<file path="config.mk">
export PLATFORM = sky130hd
export DESIGN_NAME = rf_write_arbiter
export DESIGN_NICKNAME = d
export VERILOG_FILES = /design/src/rtl/rf_write_arbiter.sv
export SDC_FILE = /design/constraint.sdc
export NUM_CORES = 1
export LEC_CHECK = 0
export ABC_AREA = 1
export BUFFER_PORTS_ARGS = -buffer_cell sky130_fd_sc_hd__buf_2
export CAP_MARGIN = 20
export CORE_MARGIN = 3
export CORE_UTILIZATION = 56
export DETAILED_ROUTE_END_ITERATION = 8
export PLACE_DENSITY = 0.8
export SLEW_MARGIN = 20
export SYNTH_ARGS = -nofsm -noshare
export SYNTH_HDL_FRONTEND = slang
export SYNTH_SLANG_ARGS = --single-unit
</file>
<file path="constraint.sdc">
create_clock -name CLK -period 3.3 [get_ports CLK]
set_clock_uncertainty 0.1 [all_clocks]
set_input_delay 0.66 -clock CLK [delete_from_list [all_inputs] [get_ports CLK]]
set_output_delay 0.66 -clock CLK [all_outputs]
set_load 0.02 [all_outputs]
</file>
<file path="src/rtl/rf_write_arbiter.sv">
// rf_write_arbiter: shares the register-file write port between writeback and a queued auxiliary requester
module rf_write_arbiter #(
  parameter int WIDTH = 32,
  parameter int REG_ADDR = 5,
  parameter int FIFO_DEPTH = 4,
  parameter int STARVE_LIMIT = 8,
  localparam int CW = $clog2(FIFO_DEPTH + 1)
) (
  input  logic                CLK,
  input  logic                RST,
  input  logic                wb_we,
  input  logic [REG_ADDR-1:0] wb_addr,
  input  logic [WIDTH-1:0]    wb_data,
  input  logic                aux_valid,
  output logic                aux_ready,
  input  logic [REG_ADDR-1:0] aux_addr,
  input  logic [WIDTH-1:0]    aux_data,
  input  logic [REG_ADDR-1:0] q_addr1,
  input  logic [REG_ADDR-1:0] q_addr2,
  output logic                q_pend1,
  output logic                q_pend2,
  output logic                WE3,
  output logic [REG_ADDR-1:0] A3,
  output logic [WIDTH-1:0]    WD3,
  output logic                stall_req,
  output logic [CW-1:0]       fifo_count,
  output logic                proto_err
);
  localparam int PW = $clog2(FIFO_DEPTH);
  localparam int SW = $clog2(STARVE_LIMIT + 1);
  logic [REG_ADDR-1:0] fa [FIFO_DEPTH];
  logic [WIDTH-1:0] fd [FIFO_DEPTH];
  logic [FIFO_DEPTH-1:0] vld;
  logic [PW-1:0] rd_ptr, wr_ptr;
  logic [SW-1:0] wait_cnt;
  logic g_wb, g_aux, push, empty;
  always_comb begin
    empty = fifo_count == '0;
    g_wb = wb_we && wb_addr != '0;
    g_aux = !g_wb && !empty;
    aux_ready = fifo_count != CW'(FIFO_DEPTH);
    push = aux_valid && aux_ready && aux_addr != '0;
    stall_req = !aux_ready || wait_cnt >= SW'(STARVE_LIMIT);
    WE3 = g_wb || g_aux;
    A3 = g_wb ? wb_addr : g_aux ? fa[rd_ptr] : '0;
    WD3 = g_wb ? wb_data : g_aux ? fd[rd_ptr] : '0;
    q_pend1 = 1'b0;
    q_pend2 = 1'b0;
    for (int i = 0; i < FIFO_DEPTH; i++) begin
      q_pend1 = q_pend1 || (vld[i] && fa[i] == q_addr1);
      q_pend2 = q_pend2 || (vld[i] && fa[i] == q_addr2);
    end
    q_pend1 = q_pend1 && q_addr1 != '0;
    q_pend2 = q_pend2 && q_addr2 != '0;
  end
  // push and pop never hit the same slot: that needs the queue both empty and full
  always_ff @(posedge CLK or negedge RST)
    if (!RST) begin
      rd_ptr <= '0;
      wr_ptr <= '0;
      vld <= '0;
      fifo_count <= '0;
      wait_cnt <= '0;
      proto_err <= 1'b0;
    end else begin
      if (push) wr_ptr <= wr_ptr + 1'b1;
      if (g_aux) rd_ptr <= rd_ptr + 1'b1;
      vld <= (vld & ~(FIFO_DEPTH'(g_aux) << rd_ptr)) | (FIFO_DEPTH'(push) << wr_ptr);
      fifo_count <= fifo_count + CW'(push) - CW'(g_aux);
      wait_cnt <= (empty || g_aux) ? '0 : wait_cnt == SW'(STARVE_LIMIT) ? wait_cnt : wait_cnt + 1'b1;
      proto_err <= proto_err || (stall_req && g_wb);
    end
  always_ff @(posedge CLK)
    if (push) begin
      fa[wr_ptr] <= aux_addr;
      fd[wr_ptr] <= aux_data;
    end
endmodule

</file>
==> results of run 1 <==
path summary, 6_finish.rpt:
check                                   startpoint  cells past startpoint                       to  slack, ns
max                        fifo_count[1]$_DFF_PN0_                      8                   WD3[2]       0.39
min                                            RST                      1         vld[3]$_DFF_PN0_       0.04
max reg2reg                fifo_count[1]$_DFF_PN0_                     10  fifo_count[2]$_DFF_PN0_       0.97
min reg2reg                    proto_err$_DFF_PN0_                      1      proto_err$_DFF_PN0_       0.37
max in group asynchronous                      RST                      1    rd_ptr[0]$_DFFE_PN0P_       2.76
min in group CLK                       aux_data[8]                      1       fd[2][8]$_DFFE_PP_       0.35
flip-flops by register name, indices dropped and copies added (netlist names):
register and flops:
rd_ptr 2, fa 20, vld 4, fifo_count 3, wait_cnt 4, fd 128, proto_err 1, wr_ptr 2
cells in the final DEF, fill, tap and decap left out, types with 2 or more instances in the layout:
cell type	count
nor2_4	5
edfxtp_1	148
nor2_1	108
dfrtp_1	15
xor2_1	6
a21oi_1	12
buf_12	2
o22ai_1	32
inv_1	48
buf_2	133
nand4_1	9
ha_1	8
clkinv_1	3
o21ai_1	7
clkbuf_16	17
nand2_1	230
o21ai_0	74
inv_2	4
buf_4	11
nor3_1	3
clkinv_4	5
inv_8	2
nand3_1	15
clkinv_2	2
cell usage after synthesis:
cell type  number
dfrtp_1        16
nand3_1        15
a21o_1          1
nand3_2         1
buf_2           9
o21ai_0        74
xnor2_1         1
o21ai_1         7
buf_6           3
inv_2           4
buf_4           1
inv_4           1
ha_1            8
or2_2           1
nor3b_1         1
inv_1          48
nand2_1       230
nor3_1          3
o22ai_1        32
a21oi_1        12
fa_1            1
nand2_4         1
clkbuf_1       19
nand4_1         9
xor2_1          6
nor2_1        112
edfxtp_1      148
nor2_4          1
logic make-up after synthesis:
kind of cell	count (synthesis)	synth area share [%]
compound gates	126	8.93
xor+xnor	7	0.814
fa+ha+maj	9	1.59
buf+inv	85	4.77
flops	164	64.3
simple gates	374	19.6
metal layers:
layer / vias up / routed length [microns] / global-route usage (%)
li1: 2850 / - / -
met1: 2798 / 6850 / 30.5
met2: 284 / 8500 / 38.2
met3: 31 / 1560 / 7.06
met4: 2 / 310 / 9.38
met5: - / 13 / 0
layout make-up:
cell class	count	area, sq um	area share [%]
flip-flops and latches	164	4850	54.0
repair buffers	146	788	8.79
inverters	53	201	2.25
well taps	172	215	2.40
clock buffers	17	425	4.74
multi-input cells	516	2360	26.3
clock inverters	15	134	1.49
critical path, stage by stage, from the launching register on:
cell and delay, ns:
dfrtp_1 0.41, inv_1 0.07, nand3_1 0.29, inv_2 0.10, nor2_4 0.18, buf_4 0.32
nand2_1 0.09, nand2_1 0.09, buf_2 0.16
power groups by stage:
stage	sequential [mW]	combinational, mW	clock (mW)
2_1_floorplan	2.96	1.83	0
3_3_place_gp	2.95	2.67	0
3_5_place_dp	2.96	2.73	0
4_1_cts	2.92	2.74	1.86
5_1_grt	2.96	3.05	1.96
6_report	2.92	2.73	1.84
stage by stage:
stage	cells	hold WS, ns	cell area [sq um]
after floorplan	765	0.264	7530
after global placement	1051	0.352	8410
after detailed placement	1051	0.357	8410
after CTS	1083	0.0483	8970
after global routing	1083	0.0585	8970
final	1083	0.0424	8970
==> metrics.txt, run 1 <==
# TYPE chip_impl_metric gauge
chip_impl_metric{name="max_slew.worst_pin.slew",unit="ns"} 0.593
chip_impl_metric{name="syn-num-nets",unit=""} 862
chip_impl_metric{name="min_period_over_period",unit="%"} 88.2
chip_impl_metric{name="cts_hold_repair.buffers",unit=""} 0
chip_impl_metric{name="maxSlewHeadroom",unit="%"} 60.5
chip_impl_metric{name="grt-ovfl-total",unit=""} 0
chip_impl_metric{name="drt_first_pass_iters",unit=""} 5
chip_impl_metric{name="grt_use_total",unit="%"} 23.7
chip_impl_info{name="rsz0062_at_grt",value="no"} 1
chip_impl_metric{name="netSwitchingPower",unit="mW"} 2.86
chip_impl_metric{name="clkSlewWorstSetupHoldPaths",unit="ns"} 0.06
chip_impl_metric{name="ant_nets",unit=""} 0
chip_impl_info{name="crit_type",value="flip-flop to primary output"} 1
chip_impl_metric{name="utilization",unit="%"} 69.7
chip_impl_metric{name="first_global_vias",unit=""} 5601
chip_impl_metric{name="leakagePower",unit="nW"} 3.87
chip_impl_metric{name="antenna_cells",unit=""} 0
chip_impl_metric{name="grt_max_degree",unit=""} 59
chip_impl_metric{name="worst_ep_required_time",unit="ns"} 2.54
chip_impl_metric{name="synth_area",unit="sq mm"} 0.00753
chip_impl_metric{name="clock_power_share",unit="%"} 24.6
chip_impl_metric{name="synth_warnings",unit=""} 0
chip_impl_metric{name="cts_made_buffers",unit=""} 17
chip_impl_metric{name="route.detailed.vias_per_inst",unit=""} 5.51
chip_impl_metric{name="totalWireLength",unit="microns"} 17200
chip_impl_info{name="tritoncts_clock_tree",value="yes"} 1
chip_impl_info{name="synth_top_area_cell",value="edfxtp_1"} 1
chip_impl_metric{name="cts_resized",unit=""} 0
chip_impl_metric{name="syn_avg_cell_area",unit="sq um"} 9.85
chip_impl_metric{name="first_pass_grt_wire_length",unit="microns"} 27200
chip_impl_metric{name="postCtsSetupBuffers",unit=""} 0
chip_impl_metric{name="vdd_ir_drop_max",unit="mV"} 0.546
chip_impl_metric{name="layout_filler_cell_count",unit=""} 954
chip_impl_metric{name="final_layout_size_suffix_gt1_share",unit="%"} 20.7
chip_impl_info{name="crit_path_end_kind",value="primary output"} 1
chip_impl_metric{name="drt_first_iter_violations",unit=""} 590
chip_impl_metric{name="cts_max_path_buffers",unit=""} 2
chip_impl_info{name="outcome",value="complete, no violations"} 1
chip_impl_metric{name="coreArea",unit="sq mm"} 0.0129
chip_impl_metric{name="syn-instance-count",unit=""} 765
chip_impl_metric{name="finalSetupViolations",unit=""} 0
chip_impl_metric{name="wl_per_cell",unit="microns"} 15.9
chip_impl_metric{name="clkSinkCount",unit=""} 164
chip_impl_metric{name="fmax",unit="GHz"} 0.343
chip_impl_info{name="clock_root_buffer_master",value="clkbuf_16"} 1
chip_impl_metric{name="vias",unit=""} 5965
chip_impl_metric{name="placement.io_buffers",unit=""} 133
chip_impl_metric{name="final_critical_path_setup_slack",unit="ns"} 0.388
chip_impl_metric{name="placement_rows",unit=""} 41
chip_impl_metric{name="power.share.switching",unit="%"} 38.1
chip_impl_metric{name="synth_sequential_area_ratio",unit="%"} 64.3
chip_impl_metric{name="syn2layout_area_growth",unit="%"} 19.1
chip_impl_metric{name="synthDominantCellAreaShare",unit="%"} 59.0
chip_impl_metric{name="die_height",unit="microns"} 122
chip_impl_metric{name="internal-power",unit="mW"} 4.64
chip_impl_metric{name="nets",unit=""} 995
chip_impl_metric{name="antenna_found_initial",unit=""} 1
chip_impl_info{name="synth.area.top_cells",value="edfxtp_1 59%, nand2_1 11%, nor2_1 5.6%, dfrtp_1 5.3%, o21ai_0 4.9%"} 1
chip_impl_metric{name="post-layout-total-power",unit="mW"} 7.50
chip_impl_metric{name="period_needed",unit="ns"} 2.91
chip_impl_metric{name="comb_power_share",unit="%"} 36.5
chip_impl_metric{name="yosysUniqueCellTypes",unit=""} 28
chip_impl_metric{name="report.final.slew_viol_count",unit=""} 0
chip_impl_metric{name="totalNegativeSetupSlack",unit="ns"} 0
chip_impl_metric{name="ios",unit=""} 134
chip_impl_metric{name="route.detailed.drc",unit=""} 0
chip_impl_info{name="worst_hold_path_type",value="input port to asynchronous set/reset pin"} 1
chip_impl_metric{name="dp_hpwl",unit="microns"} 10800
chip_impl_info{name="crit_path_start_kind",value="flip-flop"} 1
chip_impl_metric{name="fp.dieW",unit="microns"} 122
chip_impl_metric{name="seq_power_share",unit="%"} 39.0
chip_impl_metric{name="initial_core_util",unit="%"} 58.5
chip_impl_metric{name="yosys_register_bits",unit=""} 164
chip_impl_metric{name="die_area",unit="sq mm"} 0.0149
chip_impl_metric{name="cell_area_power_density",unit="mW/mm^2"} 836
chip_impl_metric{name="crit_fanout",unit=""} 25
chip_impl_metric{name="crit_arrival",unit="ns"} 2.15
chip_impl_metric{name="cts.htree.levels",unit=""} 4
chip_impl_metric{name="clkLatencyLatePin",unit="ns"} 0.43
chip_impl_metric{name="gp_congestion",unit=""} 0.912
chip_impl_metric{name="max_cap_violations",unit=""} 0
chip_impl_metric{name="hold_viol",unit=""} 0
chip_impl_metric{name="dp_slack",unit="ns"} 0.509
Power figures use the tool's default switching activity.
==> run 2: changes to the inputs <==
--- a/config.mk
+++ b/config.mk
@@ -8,10 +8,11 @@
 export ABC_AREA = 1
 export BUFFER_PORTS_ARGS = -buffer_cell sky130_fd_sc_hd__buf_2
 export CAP_MARGIN = 20
+export CORE_ASPECT_RATIO = 2
 export CORE_MARGIN = 3
-export CORE_UTILIZATION = 56
+export CORE_UTILIZATION = 51
 export DETAILED_ROUTE_END_ITERATION = 8
-export PLACE_DENSITY = 0.8
+export PLACE_DENSITY = 0.76
 export SLEW_MARGIN = 20
 export SYNTH_ARGS = -nofsm -noshare
 export SYNTH_HDL_FRONTEND = slang
==> constraint.sdc (replaced) <==
create_clock -name CLK -period 2.3 [get_ports CLK]
set_clock_uncertainty 0.1 [all_clocks]
set_input_delay 0.46 -clock CLK [delete_from_list [all_inputs] [get_ports CLK]]
set_output_delay 0.46 -clock CLK [all_outputs]
set_load 0.02 [all_outputs]
==> run 2 against run 1 <==
Net effect:
- the run now ends with setup timing left
- flip-flop and latch count stayed put
- clock-buffer cell count unchanged
- critical endpoint is now WD3[22]
- via count rose by 7.8%
- first-iteration DRC count down 33%
- register-to-register slack worse by 0.98 ns
- non-clock buffer count is 44 higher
- worst hold slack better by 0.11 ns
- largest power group is now combinational logic
- critical path depth shrank 1
- highest routed layer is now met4
==> metrics.txt, run 2 (same netlist as run 1, synthesis figures left out) <==
# TYPE chip_impl_metric gauge
chip_impl_info{name="outcome",value="finished, violations left"} 1
chip_impl_info{name="violations",value="setup timing"} 1
chip_impl_metric{name="finalSetupViolations",unit=""} 38
chip_impl_metric{name="first_pass_grt_wire_length",unit="microns"} 32000
chip_impl_metric{name="clkSinkCount",unit=""} 164
chip_impl_metric{name="cts.htree.levels",unit=""} 4
chip_impl_info{name="slowest_stage",value="dfrtp_2"} 1
chip_impl_info{name="final_cell_mix",value="207 x nand2_1, 148 x edfxtp_1, 97 x buf_2, 86 x nor2_1, 40 x o21ai_1"} 1
chip_impl_metric{name="final_critical_path_setup_slack",unit="ns"} -0.127
chip_impl_info{name="layout_commonest_cell",value="nand2_1"} 1
chip_impl_info{name="whs_endpoint",value="fd[1][11]$_DFFE_PP_"} 1
chip_impl_metric{name="report.final.slew_viol_count",unit=""} 0
chip_impl_metric{name="cts_max_path_buffers",unit=""} 2
chip_impl_metric{name="die_height",unit="microns"} 178
chip_impl_metric{name="hold_path_depth",unit=""} 1
chip_impl_metric{name="dp_hpwl",unit="microns"} 12800
chip_impl_metric{name="placement.io_buffers",unit=""} 133
chip_impl_metric{name="gp_congestion",unit=""} 1.03
chip_impl_metric{name="crit_arrival",unit="ns"} 1.87
chip_impl_metric{name="vias",unit=""} 6431
chip_impl_info{name="crit_path_start_kind",value="flip-flop"} 1
chip_impl_metric{name="worst_ep_required_time",unit="ns"} 1.74
chip_impl_metric{name="fp.dieW",unit="microns"} 91.9
chip_impl_metric{name="initial_core_util",unit="%"} 52.2
chip_impl_metric{name="comb_power_share",unit="%"} 46.7
chip_impl_metric{name="power.share.switching",unit="%"} 38.5
chip_impl_metric{name="wl_per_cell",unit="microns"} 19.9
chip_impl_metric{name="grt_max_degree",unit=""} 41
chip_impl_metric{name="cts_made_buffers",unit=""} 17
chip_impl_metric{name="drt_first_iter_violations",unit=""} 395
chip_impl_metric{name="dp_slack",unit="ns"} -0.191
chip_impl_metric{name="first_global_vias",unit=""} 6182
chip_impl_metric{name="nets",unit=""} 1039
chip_impl_metric{name="max_slew.worst_pin.slew",unit="ns"} 0.378
chip_impl_metric{name="antenna_found_initial",unit=""} 2
chip_impl_metric{name="placement_rows",unit=""} 62
chip_impl_metric{name="clock_power_share",unit="%"} 22.1
chip_impl_metric{name="crit_fanout",unit=""} 10
chip_impl_info{name="crit-reg2reg-capture",value="fifo_count[1]$_DFF_PN0_"} 1
chip_impl_metric{name="utilization",unit="%"} 72.6
chip_impl_info{name="crit_type",value="flip-flop to primary output"} 1
chip_impl_metric{name="seq_power_share",unit="%"} 31.2
chip_impl_info{name="largest-register",value="fd"} 1
chip_impl_metric{name="coreArea",unit="sq mm"} 0.0144
chip_impl_metric{name="crit_buf_inv",unit=""} 3
chip_impl_metric{name="ff_latch_area",unit="sq mm"} 0.00485
chip_impl_metric{name="largest_register_ffs",unit=""} 128
chip_impl_metric{name="cell_area_power_density",unit="mW/mm^2"} 1310
chip_impl_info{name="crit_path_end_kind",value="primary output"} 1
chip_impl_info{name="worst_r2r_startpoint",value="fifo_count[2]$_DFF_PN0_"} 1
chip_impl_metric{name="internal-power",unit="mW"} 8.45
chip_impl_metric{name="fmax",unit="GHz"} 0.412
chip_impl_metric{name="post_route_design_area",unit="sq mm"} 0.0105
chip_impl_metric{name="post_dp_cell_area",unit="sq mm"} 0.00863
chip_impl_metric{name="hold_viol",unit=""} 0
chip_impl_info{name="clock_root_buffer_master",value="clkbuf_16"} 1
chip_impl_metric{name="layout_filler_cell_count",unit=""} 982
chip_impl_metric{name="largest_stage_delay_worst_path",unit="ns"} 0.47
chip_impl_metric{name="final_layout_size_suffix_gt1_share",unit="%"} 35.5
chip_impl_info{name="tritoncts_clock_tree",value="yes"} 1
chip_impl_metric{name="period_needed",unit="ns"} 2.43
chip_impl_metric{name="min_period_over_period",unit="%"} 106
chip_impl_metric{name="ios",unit=""} 134
chip_impl_metric{name="max_cap_violations",unit=""} 0
chip_impl_metric{name="route.detailed.vias_per_inst",unit=""} 5.59
chip_impl_metric{name="die_area",unit="sq mm"} 0.0164
chip_impl_info{name="largest_registers",value="fd (128), fa (20)"} 1
chip_impl_info{name="crit_family",value="buffers and inverters"} 1
chip_impl_metric{name="syn2layout_area_growth",unit="%"} 39.0
chip_impl_metric{name="leakagePower",unit="nW"} 4.40
chip_impl_metric{name="clkLatencyLatePin",unit="ns"} 0.42
chip_impl_metric{name="totalWireLength",unit="microns"} 22900
chip_impl_metric{name="route.detailed.drc",unit=""} 0
chip_impl_metric{name="ant_nets",unit=""} 0
chip_impl_metric{name="timing.reg2reg.setup_slack",unit="ns"} -0.01
chip_impl_info{name="worst_hold_path_type",value="input port to flip-flop"} 1
chip_impl_metric{name="drt_first_pass_iters",unit=""} 5
chip_impl_metric{name="multi_input_area",unit="sq mm"} 0.00285
chip_impl_metric{name="worst-r2r-cell-count",unit=""} 12
chip_impl_metric{name="maxSlewHeadroom",unit="%"} 74.8
chip_impl_metric{name="vdd_ir_drop_max",unit="mV"} 0.867
chip_impl_metric{name="netSwitchingPower",unit="mW"} 5.29
chip_impl_metric{name="grt-ovfl-total",unit=""} 0
chip_impl_metric{name="clkSlewWorstSetupHoldPaths",unit="ns"} 0.07
chip_impl_info{name="critical-path-top-cell-by-count",value="nand2_1"} 1
chip_impl_metric{name="post-layout-total-power",unit="mW"} 13.7
chip_impl_info{name="rsz0062_at_grt",value="yes"} 1
chip_impl_info{name="crit_path_cell_trace",value="clkinv_4, buf_4, o21ai_0, o22ai_1, nand2_1, nand2_1, buf_6"} 1
chip_impl_metric{name="grt_use_total",unit="%"} 26.1
chip_impl_info{name="hold_start",value="aux_data[11]"} 1
==> run 2: power groups by stage <==
| stage | clock, mW | combinational (mW) | sequential [mW] |
|---|---|---|---|
| 6_report | 3.03 | 6.41 | 4.29 |
| 5_1_grt | 3.19 | 6.86 | 4.34 |
| 4_1_cts | 3.05 | 5.45 | 4.22 |
| 3_5_place_dp | 0 | 4.21 | 4.27 |
| 3_3_place_gp | 0 | 4.13 | 4.26 |
| 2_1_floorplan | 0 | 2.65 | 4.23 |
==> run 2: worst max path at each step <==
stage / startpoint / slack (ns) / to / depth (start not counted)
finish: rd_ptr[0]$_DFFE_PN0P_ / -0.13 / WD3[22] / 7
global route: rd_ptr[0]$_DFFE_PN0P_ / -0.21 / WD3[22] / 7
CTS: rd_ptr[0]$_DFFE_PN0P_ / -0.06 / WD3[16] / 7
detailed placement: wb_addr[0] / -0.19 / fifo_count[2]$_DFF_PN0_ / 13
global placement: wb_addr[0] / -0.1 / fifo_count[2]$_DFF_PN0_ / 13
floorplan: fifo_count[1]$_DFF_PN0_ / -0.21 / fa[0][0]$_DFFE_PP_ / 6
==> run 2: cell type report <==
cell class / instances / area share, %
Sequential cell: 164 / 46.3
Clock inverter: 15 / 2.02
Clock buffer: 17 / 4.06
Timing Repair Buffer: 190 / 16.0
Inverter: 53 / 2.04
Tap cell: 192 / 2.29
Multi-Input combinational cell: 516 / 27.2
Antenna cell: 3 / 0.0717
==> run 2: per-stage QoR <==
| stage | std cells | hold slack [ns] | TNS [ns] |
|---|---|---|---|
| 2_1_floorplan | 765 | 0.0644 | -31.63 |
| 3_3_place_gp | 1085 | 0.289 | -0.446 |
| 3_5_place_dp | 1085 | 0.292 | -3.22 |
| 4_1_cts | 1138 | 0.136 | -0.788 |
| 5_1_grt | 1149 | 0.141 | -5.21 |
| 6_report | 1150 | 0.151 | -2.42 |
==> run 2: worst register-to-register path: cells and delay by family, from the launching register on <==
family	cells	cell delay, ns
fa+ha+maj	3	0.88
flops	1	0.42
simple gates	2	0.27
buf+inv	7	0.56
==> run 2: per-layer routing <==
layer	vias to the layer above	global-route usage, %	wire [microns]
met3	83	4.45	1280
met5	-	0	0
met2	293	49.1	12800
li1	2961	-	-
met1	3094	26.5	7480
met4	0	15.3	1380
==> run 2: what timing repair did <==
| item | 4_1_cts | 5_1_grt |
|---|---|---|
| hold buffers | 1 | 0 |
| setup buffers | 13 | 7 |
| endpoints found under the hold margin | 16 | 0 |
| pin swaps | 22 | 33 |
| cloned | 7 | 3 |
| gates resized for setup | 147 | 129 |
| setup endpoints to repair | 36 | 41 |
==> run 3: changes to the inputs <==
==> constraint.sdc (replaced) <==
create_clock -name CLK -period 2.3 [get_ports CLK]
set_clock_uncertainty 0.1 [all_clocks]
set_input_delay 0.345 -clock CLK [delete_from_list [all_inputs] [get_ports CLK]]
set_output_delay 0.345 -clock CLK [all_outputs]
set_load 0.02 [all_outputs]
==> run 3 against run 2 <==
Net effect:
- the run still ends with setup timing left
- combinational power fell by 24%
- via count fell by 6.5%
- non-clock buffer count fell by 14
- die area did not move
- clock power fell by 11%
- register-to-register slack improved by 0.15 ns
- sequential power fell by 0.9%
- largest power group unchanged
- utilization fell by 6.5 points
==> metrics.txt, run 3 (same netlist as run 1, synthesis figures left out) <==
# TYPE chip_impl_metric gauge
chip_impl_info{name="outcome",value="finished, violations left"} 1
chip_impl_info{name="violations",value="setup timing"} 1
chip_impl_metric{name="crit_buf_inv",unit=""} 3
chip_impl_metric{name="fmax",unit="GHz"} 0.429
chip_impl_info{name="slowest_stage",value="dfrtp_2"} 1
chip_impl_metric{name="largest_stage_delay_worst_path",unit="ns"} 0.52
chip_impl_info{name="crit_type",value="flip-flop to primary output"} 1
chip_impl_info{name="rsz0062_at_grt",value="yes"} 1
chip_impl_metric{name="dp_slack",unit="ns"} -0.0481
chip_impl_metric{name="placement.io_buffers",unit=""} 133
chip_impl_metric{name="crit_arrival",unit="ns"} 1.89
chip_impl_info{name="final_cell_mix",value="230 x nand2_1, 148 x edfxtp_1, 124 x buf_2, 107 x nor2_1, 65 x o21ai_0"} 1
chip_impl_metric{name="dp_hpwl",unit="microns"} 12500
chip_impl_metric{name="cts_made_buffers",unit=""} 17
chip_impl_metric{name="report.final.slew_viol_count",unit=""} 0
chip_impl_metric{name="ios",unit=""} 134
chip_impl_metric{name="grt_use_total",unit="%"} 23.3
chip_impl_info{name="crit_path_cell_trace",value="inv_8, buf_12, o21ai_0, o22ai_1, nand2_1, nand2_1, buf_2"} 1
chip_impl_metric{name="clkSlewWorstSetupHoldPaths",unit="ns"} 0.06
chip_impl_metric{name="finalSetupViolations",unit=""} 2
chip_impl_metric{name="final_layout_size_suffix_gt1_share",unit="%"} 24.0
chip_impl_metric{name="maxSlewHeadroom",unit="%"} 70.9
chip_impl_info{name="worst_hold_path_type",value="input port to flip-flop"} 1
chip_impl_metric{name="crit_fanout",unit=""} 17
chip_impl_metric{name="placed_cells",unit=""} 1080
chip_impl_metric{name="grt_max_degree",unit=""} 52
chip_impl_info{name="critical-path-top-cell-by-count",value="nand2_1"} 1
chip_impl_metric{name="clkSinkCount",unit=""} 164
chip_impl_info{name="clock_root_buffer_master",value="clkbuf_16"} 1
chip_impl_metric{name="ff_latch_area",unit="sq mm"} 0.00485
chip_impl_metric{name="nets",unit=""} 1025
chip_impl_metric{name="cts_max_path_buffers",unit=""} 2
chip_impl_metric{name="grt-ovfl-total",unit=""} 0
chip_impl_metric{name="first_global_vias",unit=""} 5867
chip_impl_info{name="crit_path_end_kind",value="primary output"} 1
chip_impl_metric{name="max_cap_violations",unit=""} 0
chip_impl_info{name="tritoncts_clock_tree",value="yes"} 1
chip_impl_metric{name="gp_congestion",unit=""} 1.01
chip_impl_metric{name="leakagePower",unit="nW"} 4.11
chip_impl_metric{name="cell_area_power_density",unit="mW/mm^2"} 1240
chip_impl_metric{name="first_pass_grt_wire_length",unit="microns"} 28800
chip_impl_metric{name="route.detailed.vias_per_inst",unit=""} 5.30
chip_impl_metric{name="fp.dieW",unit="microns"} 91.9
chip_impl_metric{name="placement_rows",unit=""} 62
chip_impl_metric{name="die_area",unit="sq mm"} 0.0164
chip_impl_metric{name="die_height",unit="microns"} 178
chip_impl_metric{name="ant_nets",unit=""} 0
chip_impl_metric{name="vias",unit=""} 6013
chip_impl_metric{name="initial_core_util",unit="%"} 52.2
chip_impl_metric{name="drt_first_iter_violations",unit=""} 386
chip_impl_metric{name="finalNonFillerCells",unit=""} 1134
chip_impl_metric{name="largest_register_ffs",unit=""} 128
chip_impl_info{name="layout_commonest_cell",value="nand2_1"} 1
chip_impl_metric{name="max_slew.worst_pin.slew",unit="ns"} 0.436
chip_impl_metric{name="final_critical_path_setup_slack",unit="ns"} -0.0319
chip_impl_metric{name="syn2layout_area_growth",unit="%"} 26.6
chip_impl_metric{name="min_period_over_period",unit="%"} 101
chip_impl_info{name="largest_registers",value="fd (128), fa (20)"} 1
chip_impl_metric{name="totalWireLength",unit="microns"} 20200
chip_impl_info{name="crit_path_start_kind",value="flip-flop"} 1
chip_impl_metric{name="fin_hold_ws",unit="ns"} 0.0398
chip_impl_metric{name="route.detailed.drc",unit=""} 0
chip_impl_metric{name="cts.htree.levels",unit=""} 4
chip_impl_metric{name="hold_viol",unit=""} 0
chip_impl_metric{name="clkLatencyLatePin",unit="ns"} 0.42
chip_impl_metric{name="wl_per_cell",unit="microns"} 17.8
chip_impl_metric{name="timing.critical_path.depth",unit=""} 7
chip_impl_metric{name="worst-r2r-cell-count",unit=""} 11
chip_impl_metric{name="coreArea",unit="sq mm"} 0.0144
chip_impl_metric{name="multi_input_area",unit="sq mm"} 0.00240
chip_impl_metric{name="antenna_found_initial",unit=""} 2
chip_impl_metric{name="hold_path_depth",unit=""} 1
chip_impl_metric{name="drt_first_pass_iters",unit=""} 5
chip_impl_metric{name="worst_ep_required_time",unit="ns"} 1.86
chip_impl_info{name="crit_family",value="flip-flops"} 1
chip_impl_info{name="largest-register",value="fd"} 1
chip_impl_metric{name="vdd_ir_drop_max",unit="mV"} 0.882
chip_impl_metric{name="period_needed",unit="ns"} 2.33
chip_impl_metric{name="layout_filler_cell_count",unit=""} 1125
-- run 3: cell count changes in the layout (fill, tap and decap cells not counted), moves of 8 or more --
cell,change
nand2_2,-18
o21ai_2,-19
inv_1,+9
o21ai_0,+45
o21ai_1,-26
o22ai_2,-10
nand2_1,+23
inv_2,-8
buf_6,-30
buf_2,+27
nor2_1,+21
o22ai_1,+13
nor2_4,-15
-- run 3: timing repair --
item	CTS	global route
hold buffers	1	0
hold endpoints to repair	16	0
endpoints found under the setup margin	34	37
buffers inserted	3	11
gates resized for setup	16	33
cloned	1	5
pin swaps	1	9
-- run 3: report_power, final --
group	internal (mW)	switching (mW)
clock network	1.60	1.10
logic	1.84	3.01
registers	3.94	0.308
total	7.38	4.41
-- run 3: path summary, 6_finish.rpt --
path	start	slack (ns)	end
max in group asynchronous	RST	1.50	rd_ptr[0]$_DFFE_PN0P_
min in group asynchronous	RST	0.28	wait_cnt[0]$_DFFE_PN0P_
hold reg to reg	proto_err$_DFF_PN0_	0.35	proto_err$_DFF_PN0_
hold / removal	aux_data[11]	0.04	fd[1][11]$_DFFE_PP_
setup / recovery	rd_ptr[0]$_DFFE_PN0P_	-0.03	WD3[31]
setup reg to reg	fifo_count[0]$_DFF_PN0_	0.14	fifo_count[2]$_DFF_PN0_
-- run 3: through the flow --
step           power (mW)  TNS [ns]  cell area, sq um  utilization, %
6_report             11.8   -0.0406              9540            66.1
4_1_cts              11.3         0              9250            64.1
5_1_grt              12.5    -0.704              9540            66.1
3_5_place_dp         8.37    -0.219              8570            59.4
3_3_place_gp         8.29  -0.00350              8570            59.4
2_1_floorplan        6.88    -31.63              7560               -
-- run 3: layer usage --
layer  GRT usage [%]  share of wire [%]  up-vias
li1                -                  -     2908
met1            23.7                 35     2831
met2            42.7                 55      209
met3            3.52                4.4       65
met4            16.4                5.8        0
met5               0                  0        -
-- run 3: cell type report --
| type | count | area share, % |
|---|---|---|
| Clock buffer | 20 | 4.58 |
| Sequential cell | 164 | 50.8 |
| Tap cell | 192 | 2.52 |
| Timing Repair Buffer | 176 | 13.2 |
| Clock inverter | 11 | 1.34 |
| Inverter | 53 | 2.24 |
| Antenna cell | 2 | 0.0525 |
| Multi-Input combinational cell | 516 | 25.2 |
